`config.mk`:
```
export PLATFORM = sky130hd
export DESIGN_NAME = alu_rr_scheduler_flat
export DESIGN_NICKNAME = d
export VERILOG_FILES = /design/src/rtl/alu_rr_scheduler_if.sv /design/src/rtl/alu_rr_scheduler.sv /design/src/flat_wrapper.sv
export SDC_FILE = /design/constraint.sdc
export NUM_CORES = 1
export LEC_CHECK = 0
export ABC_CLOCK_PERIOD_IN_PS = 7100
export CORE_ASPECT_RATIO = 1.4
export CORE_UTILIZATION = 47
export DETAILED_ROUTE_END_ITERATION = 6
export PLACE_DENSITY = 0.94
export SYNTH_ARGS = -nofsm -noshare
export SYNTH_HDL_FRONTEND = slang
export SYNTH_SLANG_ARGS = --single-unit
```
`constraint.sdc`:
```
create_clock -name clk -period 7.1 [get_ports clk]
set_input_delay 2.13 -clock clk [delete_from_list [all_inputs] [get_ports clk]]
set_output_delay 2.13 -clock clk [all_outputs]
set_load 0.1 [all_outputs]
```
`src/rtl/alu_rr_scheduler_if.sv`:
```
// alu_rr_scheduler_if: request and response handshake bundle between requesters and the scheduler
interface alu_rr_scheduler_if #(
  parameter int NREQ = 4,
  parameter int W = 4,
  parameter int IDW = 2
);
  logic [NREQ-1:0] req_valid;
  logic [NREQ-1:0] req_ready;
  logic [NREQ*W-1:0] req_a;
  logic [NREQ*W-1:0] req_b;
  logic [NREQ*2-1:0] req_op;
  logic rsp_valid;
  logic rsp_ready;
  logic [W-1:0] rsp_data;
  logic [IDW-1:0] rsp_id;
  modport master (
    output req_valid, req_a, req_b, req_op, rsp_ready,
    input req_ready, rsp_valid, rsp_data, rsp_id
  );
  modport slave (
    input req_valid, req_a, req_b, req_op, rsp_ready,
    output req_ready, rsp_valid, rsp_data, rsp_id
  );
endinterface

```
`src/rtl/alu_rr_scheduler.sv`:
```
// alu_rr_scheduler: round-robin sharing of one combinational ALU among NREQ requesters
module alu_rr_scheduler #(
  parameter int NREQ = 4,
  parameter int W = 4,
  parameter int IDW = 2
) (
  input  logic clk,
  input  logic rst,
  alu_rr_scheduler_if.slave bus,
  output logic [W-1:0] alu_a,
  output logic [W-1:0] alu_b,
  output logic [1:0] alu_op,
  input  logic [W-1:0] alu_result,
  output logic [7:0] op_count,
  output logic busy
);
  typedef enum logic [1:0] {IDLE, ISSUE, RESP} state_t;
  state_t state, state_n;
  logic [IDW-1:0] ptr, off, win;
  logic [IDW:0] sum;
  logic [2*NREQ-1:0] dbl;
  logic [NREQ-1:0] rot;
  logic found;
  // rotate requests so bit 0 is the pointer position; lowest set bit wins
  assign dbl = {bus.req_valid, bus.req_valid} >> ptr;
  assign rot = dbl[NREQ-1:0];
  always_comb begin
    found = 1'b0;
    off = '0;
    for (int k = NREQ - 1; k >= 0; k--)
      if (rot[k]) begin
        found = 1'b1;
        off = IDW'(k);
      end
  end
  assign sum = {1'b0, ptr} + {1'b0, off};
  assign win = (sum >= (IDW+1)'(NREQ)) ? IDW'(sum - (IDW+1)'(NREQ)) : IDW'(sum);
  assign bus.req_ready = (state == IDLE && found) ? (NREQ'(1) << win) : '0;
  assign busy = state != IDLE;
  always_comb begin
    state_n = state;
    state_n = (state == IDLE) ? (found ? ISSUE : IDLE) :
              (state == ISSUE) ? RESP : (bus.rsp_ready ? IDLE : RESP);
  end
  always_ff @(posedge clk) begin
    if (rst) begin
      state <= IDLE;
      ptr <= '0;
      alu_a <= '0;
      alu_b <= '0;
      alu_op <= '0;
      bus.rsp_data <= '0;
      bus.rsp_id <= '0;
      bus.rsp_valid <= 1'b0;
      op_count <= '0;
    end else begin
      state <= state_n;
      if (state == IDLE && found) begin
        alu_a <= bus.req_a[win*W +: W];
        alu_b <= bus.req_b[win*W +: W];
        alu_op <= bus.req_op[win*2 +: 2];
        bus.rsp_id <= win;
      end
      if (state == ISSUE) begin
        bus.rsp_data <= alu_result;
        bus.rsp_valid <= 1'b1;
      end
      if (state == RESP && bus.rsp_ready) begin
        bus.rsp_valid <= 1'b0;
        ptr <= (bus.rsp_id == IDW'(NREQ - 1)) ? '0 : bus.rsp_id + 1'b1;
        op_count <= op_count + 8'd1;
      end
    end
  end
endmodule

```
`src/flat_wrapper.sv`:
```
// flat-port wrapper written by rule: the top's interface ports become plain ports
module alu_rr_scheduler_flat 
#(
  parameter int NREQ = 4,
  parameter int W = 4,
  parameter int IDW = 2
)
  (clk, rst, alu_a, alu_b, alu_op, alu_result, op_count, busy, bus_req_valid, bus_req_a, bus_req_b, bus_req_op, bus_rsp_ready, bus_req_ready, bus_rsp_valid, bus_rsp_data, bus_rsp_id);
  alu_rr_scheduler_if #(.NREQ(NREQ), .W(W), .IDW(IDW)) bus_i ();
  input  logic clk;
  input  logic rst;
  output logic [W-1:0] alu_a;
  output logic [W-1:0] alu_b;
  output logic [1:0] alu_op;
  input  logic [W-1:0] alu_result;
  output logic [7:0] op_count;
  output logic busy;
  input wire logic [$bits(bus_i.req_valid)-1:0] bus_req_valid;
  input wire logic [$bits(bus_i.req_a)-1:0] bus_req_a;
  input wire logic [$bits(bus_i.req_b)-1:0] bus_req_b;
  input wire logic [$bits(bus_i.req_op)-1:0] bus_req_op;
  input wire logic [$bits(bus_i.rsp_ready)-1:0] bus_rsp_ready;
  output wire logic [$bits(bus_i.req_ready)-1:0] bus_req_ready;
  output wire logic [$bits(bus_i.rsp_valid)-1:0] bus_rsp_valid;
  output wire logic [$bits(bus_i.rsp_data)-1:0] bus_rsp_data;
  output wire logic [$bits(bus_i.rsp_id)-1:0] bus_rsp_id;
  assign bus_i.req_valid = bus_req_valid;
  assign bus_i.req_a = bus_req_a;
  assign bus_i.req_b = bus_req_b;
  assign bus_i.req_op = bus_req_op;
  assign bus_i.rsp_ready = bus_rsp_ready;
  assign bus_req_ready = bus_i.req_ready;
  assign bus_rsp_valid = bus_i.rsp_valid;
  assign bus_rsp_data = bus_i.rsp_data;
  assign bus_rsp_id = bus_i.rsp_id;
  alu_rr_scheduler #(.NREQ(NREQ), .W(W), .IDW(IDW)) u_core (.clk(clk), .rst(rst), .bus(bus_i), .alu_a(alu_a), .alu_b(alu_b), .alu_op(alu_op), .alu_result(alu_result), .op_count(op_count), .busy(busy));
endmodule
```
==> metrics.cfg <==
[cts]
cts.path.max_buffers = 2
h-tree-depth = 2
cts_resized = 0
cts_tree = yes
cts_root_buf = clkbuf_8
postCtsHoldBufs = 0
cts_sinks = 29
post-cts-setup-buffer-count = 0
cts_inserted_buffers = 5
insertion_delay_ns = 0.28
clkTransAtPathRegs_ns = 0.06

[power_and_ir_drop]
switching_power_mw = 0.299
p_comb_share_pct = 51.7
power.internal_mw = 0.364
p_leak_nw = 1.28
swShare_pct = 45.1
power.density_mw_per_mm2 = 226
ir_drop_mv = 0.181
power_mw = 0.664
clockPowerShare_pct = 19.5
power.share.sequential_pct = 28.8

[timing]
final.period_utilization_pct = 93.7
hold_viol = 0
rsz0062_at_grt = false
min_period_ns = 6.66
slew_headroom_pct = 33.2
fmax_mhz = 150
tightest_slew_ns = 0.999
worst_slack_ns = 0.445
tns_ns = 0
setup_viol = 0
holdWs_ns = 0.497
fin_skew_ns = 0.00289
slew_viol_final = 0

[outcome]
violations = DRC
status = complete, but fails checks

[logic_synthesis]
yosysUniqueCellTypes = 39
synth_nets = 282
yosysSeqAreaShare_pct = 28.5
synth.yosys.warnings = 0
avgSynthCellArea_um2 = 8.96
synth_cells = 227
synthArstFlopShare_pct = 0
synth_edf_count = 0
synth_top_flop_cell = dfxtp_1
synthesis.area_mm2 = 0.00203
yosys_register_bits = 29

[placed_design]
gp_congestion = 0.722
post-dp-hpwl_um = 3840
dpl_cell_area_mm2 = 0.00286
pre_cts_ws_ns = 0.491
numPortBuffers = 80

[worst_setup_path]
cp_top_family = buffers and inverters
crit_path_start = bus_req_valid[2]
path_cells = clkdlybuf4s50_1, nor2_1, nor3_1, a21oi_1, o21ai_0, ha_1, xnor2_2, xnor2_2, nor3_2, buf_12
endpoint_kind = output pin
cp.required_ns = 4.97
cpPeakStageDelay_ns = 0.54
crit_arrival_ns = 4.53
critPathKind = input port to output pin
cp_common_cell = xnor2_2
crit_path_top_delay_cell = clkdlybuf4s50_1
worstPathMaxFanout = 8
cp-start-kind = input port
critPathBufInv = 2
crit-reg2reg-launch = u_core.ptr[0]

[die]
die_w_um = 57.6
core_mm2 = 0.00405
ios = 81
die_h_um = 79.8
rows = 27
dieArea_mm2 = 0.00460
initial_utilization_pct = 50.2

[grt]
grt_pass1_vias = 1979
grt_use_met1_pct = 23.9
antenna_found_initial = 0
grt_pass1_wl_um = 8610
overflow = 0
grtUsageMet3_pct = 6.81
grt_max_degree = 30
met2_usage_pct = 47.4
gr-max-usage-layer = met2
grt.total_usage_pct = 24.5

[drt]
drtAntennaViolNets = 0
drtIter0Drc = 72
drtPass1Iterations = 6
post-route-drc-count = 8
wl_per_cell_um = 15.4
vias_per_cell = 5.56
dr_total_vias = 1902
wirelength_um = 5260

[run]
cap_violations = 0

[final_layout]
antennaDiodeCount = 0
fin_area_mm2 = 0.00294
fin_nets = 353
drive_gt1_share_pct = 13.7
area_growth_pct = 44.5

[hold_path]
hp-start = u_core.bus.rsp_data[3]
hp-class = flip-flop to flip-flop

[per-layer routing]
layer | share of wire (%) | wire (um)
met3 | 7.6 | 399
met1 | 40 | 2100
met2 | 51 | 2680
met4 | 1.5 | 80
met5 | 0 | 0
[synthesized netlist by cell type (2+ instances only)]
master,count,area share (%)
o41ai_2,10,8.0
xnor2_1,4,1.7
xor2_1,6,2.6
buf_6,2,1.1
mux2i_1,37,18
dfxtp_1,29,29
a21oi_1,3,0.74
nand2b_1,3,0.92
nand3_1,3,0.74
nand2_1,24,4.4
clkbuf_1,9,1.7
o32ai_2,2,1.6
ha_1,4,2.5
nand4_1,2,0.61
and3_2,6,2.2
nand3b_1,10,3.7
nor2_1,26,4.8
nor3_1,4,0.98
inv_1,3,0.55
and3_1,15,4.6
buf_2,7,1.7
[final timing paths]
kind / end / slack, ns / cells after the start
worst min-delay path: u_core.bus.rsp_data[3] / 0.50 / 2
worst min register to register: u_core.bus.rsp_data[3] / 0.50 / 2
worst max register to register: u_core.alu_op[0] / 4.54 / 9
worst max-delay path: bus_req_ready[2] / 0.44 / 10
[tightest hold or removal path, delay by kind of cell, from the launching register on]
kind             cells  cell delay, ns
DFF                  1            0.33
muxes                1            0.07
and+or+nand+nor      1            0.07
[flip-flops by register name, summed over array words and instances, names as in the netlist]
| name | cells |
|---|---|
| u_core.bus.rsp_data | 4 |
| u_core.alu_a | 4 |
| u_core.bus.rsp_id | 2 |
| u_core.op_count | 8 |
| u_core.bus.rsp_valid | 1 |
| u_core.ptr | 2 |
| u_core.alu_b | 4 |
| u_core.state | 2 |
| u_core.alu_op | 2 |
[cell type report]
cell class | instances | area (um^2)
Clock buffer | 6 | 72.6
Timing Repair Buffer | 84 | 871
Tap cell | 43 | 53.8
Sequential cell | 29 | 581
Clock inverter | 2 | 10.0
Fill cell | 312 | 1110
Inverter | 3 | 11.3
Multi-Input combinational cell | 175 | 1340
[through the flow]
stage               util [%]  std cells
floorplan                  -        227
global placement        70.5        334
detailed placement      70.5        334
CTS                     72.5        342
global route            72.5        342
finish                  72.5        342
[power groups by stage]
| stage | clock network (mW) | registers (mW) | logic, mW |
|---|---|---|---|
| after CTS | 0.132 | 0.191 | 0.346 |
| after global placement | 0 | 0.193 | 0.338 |
| after detailed placement | 0 | 0.194 | 0.344 |
| after global routing | 0.140 | 0.193 | 0.360 |
| after floorplan | 0 | 0.297 | 0.147 |
| final | 0.130 | 0.191 | 0.343 |
[kinds of logic after synthesis]
group	synth area share [%]
compound gates	14.0
xor+xnor	5.10
fa+ha+maj	2.46
buf+inv	6.15
flops	28.5
mux	18.2
simple gates	25.6
[placed cells by master (no fill, tap or decap)]
| master | Yosys | routed |
|---|---|---|
| and3_2 | 6 | 6 |
| and4_1 | 1 | 1 |
| o21ai_0 | 1 | 1 |
| a211oi_2 | 1 | 1 |
| a21oi_2 | 1 | 1 |
| o41ai_2 | 10 | 10 |
| nand3_1 | 3 | 3 |
| nor2_1 | 26 | 26 |
| nand2_1 | 24 | 24 |
| or2_1 | 1 | 1 |
| nand3b_1 | 10 | 10 |
| xnor2_1 | 4 | 3 |
| a311oi_1 | 1 | 1 |
| nand4_1 | 2 | 2 |
| nand2b_1 | 3 | 3 |
| and3_1 | 15 | 15 |
| nor3_2 | 1 | 2 |
| o311a_2 | 1 | 1 |
| a21oi_1 | 3 | 3 |
| ha_1 | 4 | 4 |
| clkbuf_1 | 9 | 1 |
| buf_12 | 0 | 4 |
| a32o_2 | 1 | 1 |
| clkinv_2 | 0 | 2 |
| nor2b_1 | 1 | 1 |
| and3b_1 | 1 | 1 |
| a32oi_1 | 1 | 1 |
| xor2_1 | 6 | 6 |
| mux2i_1 | 37 | 37 |
| inv_1 | 3 | 3 |
| clkdlybuf4s50_1 | 0 | 76 |
| nor4_1 | 1 | 1 |
| clkbuf_8 | 0 | 5 |
| and2_1 | 1 | 1 |
| a21o_1 | 1 | 1 |
| dfxtp_1 | 29 | 29 |
| buf_4 | 1 | 4 |
| nor3_1 | 4 | 3 |
| xnor2_2 | 1 | 2 |
| o32ai_2 | 2 | 2 |
Note: power is estimated with default switching activity, not from simulation.
==> patch 1, RTL diff (config.mk and constraints unchanged) <==
`W` is set to 4 in 3 places; all go to 3.
--- a/src/rtl/alu_rr_scheduler_if.sv
+++ b/src/rtl/alu_rr_scheduler_if.sv
@@ -3,3 +3,3 @@
   parameter int NREQ = 4,
-  parameter int W = 4,
+  parameter int W = 3,
   parameter int IDW = 2
--- a/src/rtl/alu_rr_scheduler.sv
+++ b/src/rtl/alu_rr_scheduler.sv
@@ -3,3 +3,3 @@
   parameter int NREQ = 4,
-  parameter int W = 4,
+  parameter int W = 3,
   parameter int IDW = 2
--- a/src/flat_wrapper.sv
+++ b/src/flat_wrapper.sv
@@ -4,3 +4,3 @@
   parameter int NREQ = 4,
-  parameter int W = 4,
+  parameter int W = 3,
   parameter int IDW = 2
Interface: changed (6 resized); port bits go from 81 to 69. No check against the original RTL was run, so the function may have changed too.
==> patch 1 against the original RTL <==
  * Non-clock buffer count is 13 lower
  * Synthesized area is 15% lower
  * Sequential cell count is 3 lower
  * Via count is 10% lower
  * First-iteration DRC count is 44% lower
  * Cell area is 14% lower
  * Critical path depth stayed put
  * Critical path type unchanged
  * Setup slack better by 0.083 ns
  * Wire length is 13% lower
  * Highest routed layer unchanged
  * Total power is 12% lower
==> patch 1: results (changes against the original RTL) <==
INFO  metric outcome = finished, final reports clean
INFO  metric cts_buffers = 3 (-2)
INFO  metric postCtsSetupBuffers = 0 (unchanged)
INFO  metric route.detailed.vias_per_inst = 5.722 (+2.9%)
INFO  metric ir_drop = 0.1896 mV (+4.5%)
INFO  metric gpl.final_weighted_congestion = 0.7716 (+6.8%)
INFO  metric place_hpwl = 3267 um (-15%)
INFO  metric layout.nets = 305 (-14%)
INFO  metric cts_repair_resize_count = 0 (unchanged)
INFO  metric hp-class = reg2reg
INFO  metric final_layout_size_suffix_gt1_share = 8.880% (-4.8 points)
INFO  metric largest_register_ffs = 8 (unchanged)
INFO  metric buffer_ports.inserted = 68 (-15%)
INFO  metric slew_worst_pin = 1.018 ns (+0.01824 ns)
INFO  metric final.hold.worst_slack = 0.5023 ns (+0.004814 ns)
INFO  metric synth_top_flop_cell = sky130_fd_sc_hd__dfxtp_1
INFO  metric reg2reg_slack = 4.51 ns (-0.03 ns)
INFO  metric synth_seq_area_share = 30.21% (+1.7 points)
INFO  metric post_synth_main_area_contributors = sky130_fd_sc_hd__dfxtp_1, sky130_fd_sc_hd__mux2i_1, sky130_fd_sc_hd__o41ai_2
INFO  metric critPathMaxStageDelay = between 0.5 and 0.6 ns
INFO  metric yosys_warnings = 0 (unchanged)
INFO  metric static-leakage-power = 1.109 nW (-13%)
INFO  metric antennaDiodeCount = 0 (unchanged)
INFO  metric cts.clk_slew.worst_paths = 0.09 ns (+0.03 ns)
INFO  metric register_bank_with_the_most_flops = u_core.op_count
INFO  metric first_global_vias = 1546 (-22%)
INFO  metric htreeDepth = 1 (-1)
INFO  metric grt_start_max_net_pins = 27 (-10%)
INFO  metric grt_antenna_before_repair = 0 (unchanged)
INFO  metric critical-path-top-delay-family = buffers and inverters
INFO  metric worstHoldPathCells = 2 (unchanged)
INFO  metric ctsLongestPathBuffers = 2 (unchanged)
INFO  metric switching_power_as_a_share_of_total_power = 42.99% (-2.1 points)
INFO  metric cts.root.buffer_cell = sky130_fd_sc_hd__clkbuf_8
INFO  metric drt_first_pass_iters = 4 (-2)
INFO  metric critical_path_arrival = 4.44 ns (-0.09 ns)
INFO  metric synthArstFlopShare = 0% (unchanged)
INFO  metric syn-num-nets = 242 (-14%)
INFO  metric wl = 4592 um (-13%)
INFO  metric detailedRoute.firstIterationViolations = 40 (-44%)
INFO  metric r2r.worst_path.cells = 9 (unchanged)
INFO  metric yosysUniqueCellTypes = 35 (-10%)
INFO  metric path_max_fanout = 5 (-3)
INFO  metric global_route_wire_length_before_repair = 7231 um (-16%)
INFO  metric clock-skew-final = 0.004285 ns (+0.001399 ns)
INFO  metric post_synth_most_frequent_cells = sky130_fd_sc_hd__mux2i_1, sky130_fd_sc_hd__nor2_1, sky130_fd_sc_hd__dfxtp_1, sky130_fd_sc_hd__nand2_1, sky130_fd_sc_hd__and3_1
INFO  metric critPathSlowestCell = sky130_fd_sc_hd__clkdlybuf4s50_1
INFO  metric gr-usage-all-layers = 24.80% (+0.31 points)
patch 1: cell type report:
class	instances	area, um^2
multi-input cells	156	1137
clock buffers	3	41.29
inverters	2	7.507
repair buffers	71	743.2
well taps	40	50.05
clock inverters	1	30.03
flip-flops and latches	26	520.5
fillers	262	910.9
patch 1: final timing paths:
kind / startpoint / to
max: bus_req_valid[3] / bus_req_ready[2]
min: u_core.bus.rsp_data[0] / u_core.bus.rsp_data[0]
max reg2reg: u_core.ptr[0] / u_core.alu_a[0]
min reg2reg: u_core.bus.rsp_data[0] / u_core.bus.rsp_data[0]
patch 1: kinds of logic (layout without fill, tap and decap cells):
kind of cell	after synthesis	count (layout)	synth area share (%)
AOI/OAI and AO/OA	21	21	13.58
xor gates and xnor gates	11	11	5.592
adders and majority gates	3	3	2.179
buffers and inverters	15	77	4.358
DFF	26	26	30.21
muxes	30	30	17.43
and+or+nand+nor	91	91	26.65
patch 1: routing by layer:
metal | up-vias | track usage (%) | wire [um]
met5 | - | 0 | 0
met4 | 0 | 6.725 | 27
met1 | 828 | 28.77 | 1836
li1 | 825 | - | -
met2 | 54 | 46.27 | 2513
met3 | 4 | 2.899 | 214
patch 1: power groups by stage:
stage | sequential, mW | combinational, mW | clock (mW)
4_1_cts | 0.170 | 0.289 | 0.124
2_1_floorplan | 0.257 | 0.121 | 0
5_1_grt | 0.172 | 0.301 | 0.129
3_3_place_gp | 0.173 | 0.283 | 0
3_5_place_dp | 0.173 | 0.287 | 0
6_report | 0.170 | 0.289 | 0.123
patch 1: per-stage QoR:
step                cells  area [um^2]  worst slack (ns)
finish                299         2530            0.5279
global placement      295         2459            0.5918
detailed placement    295         2459            0.5468
global route          299         2530            0.3291
CTS                   299         2530            0.5200
floorplan             197         1733           0.08968
==> patch 2, RTL diff (same flow settings) <==
Made on the original files. Make the reset (`rst`) asynchronous in one clocked block.
--- a/src/rtl/alu_rr_scheduler.sv
+++ b/src/rtl/alu_rr_scheduler.sv
@@ -44,3 +44,3 @@
   end
-  always_ff @(posedge clk) begin
+  always_ff @(posedge clk or posedge rst) begin
     if (rst) begin
Check against the original RTL: differs if rst is asserted again (counterexample within 4 cycles, from zero or initial values and one cycle with rst high); with rst held inactive, the same outputs for 10 cycles.
==> patch 2 against the original RTL <==
  * Cell area shrank 4.6%
  * Wire length down 15%
  * Hold slack got worse by 0.020 ns
  * Maximum frequency decreased by 3.9%
  * Setup slack got worse by 0.27 ns
  * Sequential cell count did not move
  * Synthesized area decreased by 10%
  * Non-clock buffer count increased by 1
  * Clock skew increased by 0.00081 ns
  * Final cell count decreased by 11%
Power is not shown: default switching activity piles up to over one toggle a cycle in this logic, so the estimate is an artifact.
==> patch 2: results (changes against the original RTL) <==
INFO  metric yosysUniqueCellTypes = 38 (-2.6%)
INFO  metric worstSetupEndpoint = bus_req_ready[3]
INFO  metric rr_endpoint = u_core.alu_a[0]
INFO  metric pre_cts_setup_slack = 0.1784 ns (-0.3128 ns)
INFO  metric path_max_fanout = 11 (+3)
INFO  metric route.detailed.vias_per_inst = 5.759 (+3.6%)
INFO  metric layout.nets = 316 (-10%)
INFO  metric final_layout_size_suffix_gt1_share = 14.94% (+1.2 points)
INFO  metric first_global_vias = 1623 (-18%)
INFO  metric gr-usage-all-layers = 24.10% (-0.38 points)
INFO  metric gpl.final_weighted_congestion = 0.7769 (+7.6%)
INFO  metric critical-path-top-delay-family = simple AND/OR/NAND/NOR gates
INFO  metric slew_headroom = 29.55% (-3.6 points)
INFO  metric crit-reg2reg-launch = u_core.ptr[0]
INFO  metric met2RoutedLength = 2412 um (-9.9%)
INFO  metric synth_seq_area_share = 39.62% (+11 points)
INFO  metric worst_hold_path.endpoint = u_core.op_count[7]
INFO  metric m1WireLength = 1645 um (-22%)
INFO  metric worstHoldPathCells = 1 (-1)
INFO  metric placedCellCount = 296 (-11%)
INFO  metric syn-instance-count = 183 (-19%)
INFO  metric reg2reg_slack = 4.47 ns (-0.07 ns)
INFO  metric outcome = finished, final reports clean
INFO  metric hp-start = u_core.op_count[7]
INFO  metric post_synth_main_area_contributors = sky130_fd_sc_hd__dfrtp_1, sky130_fd_sc_hd__a2111oi_2, sky130_fd_sc_hd__nor2b_1
INFO  metric startpoint = bus_req_valid[1]
INFO  metric place_hpwl = 3458 um (-9.9%)
INFO  metric syn-num-nets = 238 (-16%)
INFO  metric post_synth_most_frequent_cells = sky130_fd_sc_hd__dfrtp_1, sky130_fd_sc_hd__nor2b_1, sky130_fd_sc_hd__nand2_1, sky130_fd_sc_hd__nor2_1
INFO  metric route.vias.total = 1745 (-8.3%)
INFO  metric r2r.worst_path.cells = 8 (-1)
INFO  metric placement.cell_area = 2703 um^2 (-5.4%)
INFO  metric global_route_wire_length_before_repair = 7010 um (-19%)
INFO  metric fmaxAchievable = 144.3 MHz (-3.9%)
INFO  metric fillerInstances = 256 (-18%)
INFO  metric detailedRoute.firstIterationViolations = 42 (-42%)
INFO  metric synthArstFlopShare = 100.0% (+100 points)
INFO  metric final.hold.worst_slack = 0.4777 ns (-0.01974 ns)
INFO  metric grt_start_max_net_pins = 41 (+37%)
[patch 2: cell types whose count changed after synthesis, sizes merged, moves of 13 or more]
cell,change
and3,-20
nor2b,+20
dfxtp,-29
nor2,-13
mux2i,-37
dfrtp,+29
[patch 2: area by class of cell]
cell class | count | area (um^2) | area share (%)
multi-input cells | 136 | 1031 | 36.74
clock inverters | 2 | 35.03 | 1.248
inverters | 4 | 15.01 | 0.5350
repair buffers | 85 | 878.3 | 31.30
flip-flops and latches | 29 | 725.7 | 25.86
well taps | 42 | 52.55 | 1.872
clock buffers | 5 | 68.82 | 2.452
[patch 2: cells by family after synthesis]
logic type / Yosys count / share of synthesized area (%)
xor+xnor: 9 / 4.304
fa+ha+maj: 4 / 2.732
mux: 7 / 4.304
simple gates: 69 / 20.01
flops: 29 / 39.62
compound gates: 47 / 23.50
buf+inv: 18 / 5.532
[patch 2: metal layers]
layer	track usage [%]	vias to the layer above
li1	-	828
met1	24.07	823
met2	43.64	83
met3	7.385	11
met4	11.40	0
met5	0	-
